## config.mk

```make
export PLATFORM = sky130hd
export DESIGN_NAME = decoder_scan_ctrl
export DESIGN_NICKNAME = d
export VERILOG_FILES = /design/src/rtl/decoder_scan_ctrl.sv
export SDC_FILE = /design/constraint.sdc
export NUM_CORES = 1
export LEC_CHECK = 0
export CORE_UTILIZATION = 52
export DETAILED_ROUTE_END_ITERATION = 16
export MAX_ROUTING_LAYER = met4
export PLACE_DENSITY = 0.88
export SYNTH_ARGS = -nofsm -noshare
export SYNTH_HDL_FRONTEND = slang
export SYNTH_SLANG_ARGS = --single-unit
```

## constraint.sdc

```tcl
create_clock -name clk -period 2.3 [get_ports clk]
set_input_delay 0.46 -clock clk [delete_from_list [all_inputs] [get_ports clk]]
set_output_delay 0.46 -clock clk [all_outputs]
set_load 0.05 [all_outputs]
```

## src/rtl/decoder_scan_ctrl.sv

```systemverilog
// Scan sequencer for dec3to8: walks sel through the lines with a programmable dwell and a
// one-cycle en=0 gap between lines. Define DECSCAN_SKIP_EN to add the skip_mask line-skip feature.
`timescale 1ns/1ps
module decoder_scan_ctrl #(
  parameter int SEL_W   = 3,
  parameter int DWELL   = 4,
  parameter int DWELL_W = 8
) (
  input  logic                    clk,
  input  logic                    rst_n,
  input  logic                    start,
  input  logic                    stop,
  input  logic                    mode_cont,
`ifdef DECSCAN_SKIP_EN
  input  logic [(1<<SEL_W)-1:0]   skip_mask,
`endif
  output logic [SEL_W-1:0]        sel,
  output logic                    en,
  output logic                    busy,
  output logic                    done
);

  localparam int NLINES = 1 << SEL_W;
  localparam logic [DWELL_W-1:0] DWELL_LAST = DWELL_W'(DWELL - 1);

  typedef enum logic [1:0] {S_IDLE, S_SCAN, S_GAP} state_e;

  typedef struct packed {
    logic             found;
    logic [SEL_W-1:0] idx;
  } line_t;

  // Lowest unmasked line at or above 'from'; found=0 when none remain.
  function automatic line_t find_line(input logic [NLINES-1:0] mask, input int from);
    line_t res;
    res = '0;
    for (int i = NLINES - 1; i >= 0; i--) begin
      if (i >= from && !mask[i]) begin
        res.found = 1'b1;
        res.idx   = SEL_W'(i);
      end
    end
    return res;
  endfunction

  state_e               state_q, state_d;
  logic [SEL_W-1:0]     sel_q, sel_d;
  logic [DWELL_W-1:0]   cnt_q, cnt_d;
  logic                 mode_q, mode_d;
  logic                 en_q, en_d;
  logic                 busy_q, busy_d;
  logic                 done_q, done_d;
  logic [NLINES-1:0]    start_mask;
  logic [NLINES-1:0]    frame_mask;

`ifdef DECSCAN_SKIP_EN
  logic [NLINES-1:0]    mask_q, mask_d;
  assign start_mask = skip_mask;
  assign frame_mask = mask_q;
`else
  assign start_mask = '0;
  assign frame_mask = '0;
`endif

  line_t first_line, wrap_line, next_line;
  logic  dwell_end;

  assign first_line = find_line(start_mask, 0);
  assign wrap_line  = find_line(frame_mask, 0);
  assign next_line  = find_line(frame_mask, int'(sel_q) + 1);
  assign dwell_end  = (cnt_q == DWELL_LAST);

  // NOTE: sequential state uses non-blocking assignments so every flop samples pre-edge values.
  always_ff @(posedge clk or negedge rst_n) begin
    if (!rst_n) begin
      state_q <= S_IDLE;
      sel_q   <= '0;
      cnt_q   <= '0;
      mode_q  <= 1'b0;
      en_q    <= 1'b0;
      busy_q  <= 1'b0;
      done_q  <= 1'b0;
`ifdef DECSCAN_SKIP_EN
      mask_q  <= '0;
`endif
    end else begin
      state_q <= state_d;
      sel_q   <= sel_d;
      cnt_q   <= cnt_d;
      mode_q  <= mode_d;
      en_q    <= en_d;
      busy_q  <= busy_d;
      done_q  <= done_d;
`ifdef DECSCAN_SKIP_EN
      mask_q  <= mask_d;
`endif
    end
  end

  // NOTE: every signal gets a default first so no path through the case infers a latch.
  always_comb begin
    state_d = state_q;
    sel_d   = sel_q;
    cnt_d   = cnt_q;
    mode_d  = mode_q;
`ifdef DECSCAN_SKIP_EN
    mask_d  = mask_q;
`endif
    unique case (state_q)
      S_IDLE: begin
        if (start && !stop) begin
          mode_d = mode_cont;
`ifdef DECSCAN_SKIP_EN
          mask_d = start_mask;
`endif
          if (first_line.found) begin
            state_d = S_SCAN;
            sel_d   = first_line.idx;
            cnt_d   = '0;
          end
        end
      end
      S_SCAN: begin
        if (stop) begin
          state_d = S_IDLE;
        end else if (dwell_end) begin
          state_d = (next_line.found || mode_q) ? S_GAP : S_IDLE;
        end else begin
          cnt_d = cnt_q + DWELL_W'(1);
        end
      end
      S_GAP: begin
        if (stop) begin
          state_d = S_IDLE;
        end else begin
          state_d = S_SCAN;
          sel_d   = next_line.found ? next_line.idx : wrap_line.idx;
          cnt_d   = '0;
        end
      end
      default: state_d = S_IDLE;
    endcase
  end

  // Outputs are computed from the next state and registered, keeping inputs off the output paths.
  always_comb begin
    en_d   = (state_d == S_SCAN);
    busy_d = (state_d != S_IDLE);
    done_d = 1'b0;
    if (state_q == S_SCAN && !stop && dwell_end && !next_line.found)
      done_d = 1'b1;
    if (state_q == S_IDLE && start && !stop && !first_line.found)
      done_d = 1'b1;
  end

  assign sel  = sel_q;
  assign en   = en_q;
  assign busy = busy_q;
  assign done = done_q;

endmodule

```

# [After elaboration in Yosys (flattened, before gate mapping)]
# Index checks and enable logic that the tools add are counted.
[totals] mem_bits_ro=0 latchBits=0 ramBits=0 regBits=17 mem_count=0 output_inout_bits=6 in_bits=5 elab_cells=63
[op_classes] multipliers=0 n_reduce_logical=14 bitwise=0 muxes=24 div=0 n_eq_ne=8 add_sub_neg=2 shift=0 n_lt_le_gt_ge=8
[op_table] operator="2-to-1 mux 4 bit" count=8
[op_table] operator="2-to-1 mux 8 bit" count=4
[op_table] operator="one-hot mux 8 bit (3 select lines)" count=1
[op_table] operator=">= comparator 3 x 4 -> 1 bit, first input constant" count=4
[op_table] operator="2-to-1 mux 3 bit" count=3
[op_table] operator="adder 8 x 1 -> 8 bit, second input constant" count=1
[op_table] operator="== test 8 x 2 -> 1 bit, second input constant" count=1
[op_table] operator=">= comparator 1 x 4 -> 1 bit, first input constant" count=2
[op_table] operator=">= comparator 2 x 4 -> 1 bit, first input constant" count=2
[op_table] operator="2-to-1 mux 2 bit" count=4
[op_table] operator="inequality test 2 bit, second input constant" count=4
[op_table] operator="one-hot mux 2 bit (3 select lines)" count=1
[op_table] operator="one-hot mux 3 bit (2 select lines)" count=1
[op_table] operator="AND reduction 5 bit" count=1
[op_table] operator="adder 3 x 1 -> 4 bit, second input constant" count=1
[op_table] operator="== test 2 x 1 -> 1 bit, second input constant" count=2
[op_table] operator="logical AND 1 bit" count=4
[op_table] operator="nonzero test 2 bit" count=2
[op_table] operator="AND reduction 3 bit" count=1
[op_table] operator="nonzero test 3 bit" count=1
[op_table] operator="== test 2 bit, second input constant" count=1
[op_table] operator="logical NOT 1 bit" count=2
[op_table] operator="logical NOT 2 bit" count=1
[op_table] operator="2-to-1 mux 1 bit" count=2
[op_table] operator="other kinds (2)" count=2

# [Longest topological paths before layout]
# Gate-level depths: netlist of run 1.
[depth] ltp_word=16 mapped_depth=4 mapped_depth_nobuf=4

# [Worst setup path before layout of run 1]
# OpenSTA, ideal clock, no wires.
[synth_timing] path_type="register to register" from="register cnt_q[0]" to="register cnt_q[6]" path_buffers=0 arrival_ps=1597 required_time_ps=2222 synth_period_minus_slack_ps=1674 path_stages_with_launch=5 path_slack_ps=626 setup_time_ps=78 path_cell_list="dfrtp_1 ha_1 or4bb_4 or3_2 a21oi_1"
[synth_between] elab_chain_len=4 word_cells_on_any_way=7 classes_between="add/sub: 1; eq/ne: 2; mux: 3; reduce/logical: 1"
[synth_rtl] element="start, declared" line="48" text="logic [DWELL_W-1:0] cnt_q, cnt_d;"
[synth_rtl] element="start signal, assigned" line="89" text="cnt_q <= cnt_d;"
[synth_rtl] element="adder 8 x 1 -> 8 bit" line="129" text="cnt_d = cnt_q + DWELL_W'(1);"
[synth_rtl] element="2-to-1 mux 8 bit" line="126" text="end else if (dwell_end) begin"
[synth_rtl] element="2-to-1 mux 8 bit" line="124" text="if (stop) begin"
[synth_rtl] element="one-hot mux 8 bit (3 select lines)" line="109" text="unique case (state_q)"
# Parallel ways exist; a longest one is shown, timed or not. The select of a mux whose other input is x is not followed.
# A chain may end at the register's enable or synchronous reset.

# [Worst setup path in the final report of run 1]
[layout_timing] from="register sel_q[0] (netlist: sel[0])" to="output sel[0]"
[layout_rtl] element="start, declared" line="47" text="logic [SEL_W-1:0] sel_q, sel_d;"
[layout_rtl] element="start signal, assigned" line="88" text="sel_q <= sel_d;"
[layout_rtl] element="end, declared" line="17" text="output logic [SEL_W-1:0] sel,"
# No word-level cell between the ends.

==> results of run 1 <==
## kinds of logic after synthesis
kind of cell | count (synthesis) | synth area share [%]
AO/OA/AOI/OAI | 19 | 13.0
XOR/XNOR | 1 | 1.05
adder cells (fa/ha/maj) | 3 | 4.48
buffers and inverters | 5 | 2.24
flip-flops | 17 | 50.8
multiplexers | 4 | 4.93
AND/OR/NAND/NOR | 32 | 23.5
## sequential cells by signal (all words and copies together), names as in the netlist
register and count:
busy 1, done 1, en 1, state_q 2
cnt_q 8, mode_q 1, sel 3
## per-layer routing
layer / global-route usage, % / vias up / wire length [um]
met5: - / - / 0
met4: 11.3 / 0 / 12
met3: 5.17 / 2 / 97
met2: 31.6 / 19 / 742
met1: 26.2 / 312 / 703
li1: - / 325 / -
## through the flow
stage	total power, W	area [um^2]	instances	util [%]
2_1_floorplan	0.000449	837	81	-
5_1_grt	0.000686	981	110	65.1
6_report	0.000651	981	110	65.1
3_3_place_gp	0.000492	953	106	63.3
3_5_place_dp	0.000498	953	106	63.3
4_1_cts	0.000656	981	110	65.1
## power groups by stage
stage / clock, W / combinational [W] / sequential, W
global route: 0.000176 / 0.000152 / 0.000358
floorplan: 0 / 0.0000662 / 0.000383
finish: 0.000159 / 0.000138 / 0.000354
detailed placement: 0 / 0.000138 / 0.000360
global placement: 0 / 0.000133 / 0.000359
CTS: 0.000164 / 0.000139 / 0.000354
## area by class of cell
class | count | area [um^2]
clock inverter | 1 | 5.00
timing repair buffer | 10 | 100
multi-input combinational | 59 | 393
clock buffer | 3 | 22.5
sequential | 17 | 425
inverter | 4 | 15.0
tap | 16 | 20.0
fill | 120 | 526
## worst max path at each step
stage	from	end	slack [ns]	cells after the start
after global routing	sel[0]	sel[0]	0.19	1
final	sel[0]	sel[0]	0.27	1
after CTS	sel[0]	sel[0]	0.25	1
after global placement	stop	cnt_q[6]	0.13	4
after detailed placement	stop	cnt_q[6]	0.05	4
after floorplan	cnt_q[0]	cnt_q[6]	0.63	4
## placed cells by master (no fill, tap or decap), types with 2 or more instances in the layout
cell type        instances
nand2_1                  5
dfrtp_1                 17
o21ai_0                 10
mux2i_1                  3
a21oi_1                  4
or2_2                    3
nand2b_1                 2
ha_1                     3
or3_2                    2
nor2_1                   4
nand4_1                  2
inv_1                    4
clkbuf_4                 3
nor3_1                   3
clkdlybuf4s50_1         10
==> flow_metrics.tcl, run 1 <==
set metrics [dict create \
    status "finished, final reports clean" \
    grt_usage_pct 21.0 \
    drt_iter0_markers 18 \
    vias 658 \
    drc 0 \
    start_kind "flip-flop" \
    antenna_left 0 \
    cp-end-kind "output pin" \
    p_sw_share_pct 30.7 \
    min_from "mode_q" \
    synth_top_area_share_pct 50.8 \
    clockPowerShare_pct 24.4 \
    yosysWarnings 0 \
    power.switching_w 0.000200 \
    synthTopCellsByCount "dfrtp_1 (17), o21ai_0 (10), nand2_1 (5)" \
    cts_buffer_depth 2 \
    wire_per_inst_um 14.1 \
    start_util_pct 55.6 \
    worst_pin_slew_ns 0.701 \
    r2r_cells 4 \
    fmaxAchievable_mhz 492 \
    grt_pass1_wl_um 2640 \
    comb_power_share_pct 21.2 \
    netlist-cell-type-count 32 \
    critPathSlowestCell "clkdlybuf4s50_1" \
    post_synth.cell_area_avg_um2 10.3 \
    root_buffer "clkbuf_4" \
    rsz0062_at_grt "false" \
    power_density_nw_per_um2 664 \
    fp.dieArea_um2 1770 \
    cts_setup_buffers 0 \
    vdd_ir_drop_max_uv 426 \
    fin_hold_ws_ns 0.525 \
    port-buffer-count 10 \
    num-nets-final 103 \
    antenna_found_initial 0 \
    cell_internal_pwr_w 0.000451 \
    setup_viol 0 \
    finalWorstSetupSlack_ns 0.265 \
    critPathMaxFanout 7 \
    leakage_nw 0.421 \
    first_pass_iters 4 \
    drt-total-wl_um 1560 \
    min_period_ns 2.03 \
    cts_sinks 17 \
    netlist_area_um2 837 \
    hold_end "mode_q" \
    hold_violations 0 \
    htreeDepth 1 \
    path_cells "clkdlybuf4s50_1" \
    maxSlewViolCount 0 \
    min_path_cells 1 \
    viasPerCell 5.98 \
    io_pins 11 \
    max-cap-violations 0 \
    ys_seq_area_share_pct 50.8 \
    grt_pass1_vias 590 \
    clk_latency_ns 0.29 \
    synthCells 81 \
    cp_top_family "buffers and inverters" \
    drive_gt1_share_pct 11.7 \
    grt_max_degree 18 \
    overflow 0 \
    dieWidth_um 42.1 \
    async_flop_share_pct 100 \
    num_rows 14 \
    syn-num-nets 89 \
    worst_ep_required_time_ns 1.84 \
    slew_headroom_pct 53.1 \
    seqPwrFrac_pct 54.4 \
    area_growth_pct 17.2 \
    core-area_um2 1510 \
    synth.most_common_cell "dfrtp_1" \
    die_h_um 42.1 \
    finClkSkew_ns 0.00642 \
    r2r_start "cnt_q[0]" \
    cts_made_buffers 3 \
    ctsHoldBuffers 0 \
    dp_slack_ns 0.0516 \
    dp_hpwl_um 1120 \
    min_period_over_period_pct 88.5 \
    arrival_ns 1.57 \
    synth-edff-count 0 \
    diodes 0 \
    synthTopCellsByArea "dfrtp_1 (51%), o21ai_0 (6.0%), ha_1 (4.5%)" \
    min_path_type "flip-flop to flip-flop" \
    reg2reg_to "cnt_q[6]" \
    synth_ff_type "dfrtp_1" \
    ys_ff_latch 17 \
    crit_buf_inv 1 \
    postCtsResizedCells 0 \
    tritoncts "done" \
    slowest_delay_ns 0.84 \
    gp_congestion 0.733 \
    tns_ns 0 \
    path_class "flip-flop to output pin" \
    clk_pin_slew_worst_paths_ns 0.10 \
    yosys.area.top_type "dfrtp_1" \
    r2r_setup_slack_ns 0.50 \
]
No activity file was read; power rests on OpenSTA's default activity.
==> run 2, diff against run 1 <==
- CAP_MARGIN: unset -> 20
==> results of run 2 <==
Final layout, timing and power as in run 1 (identical DEF).
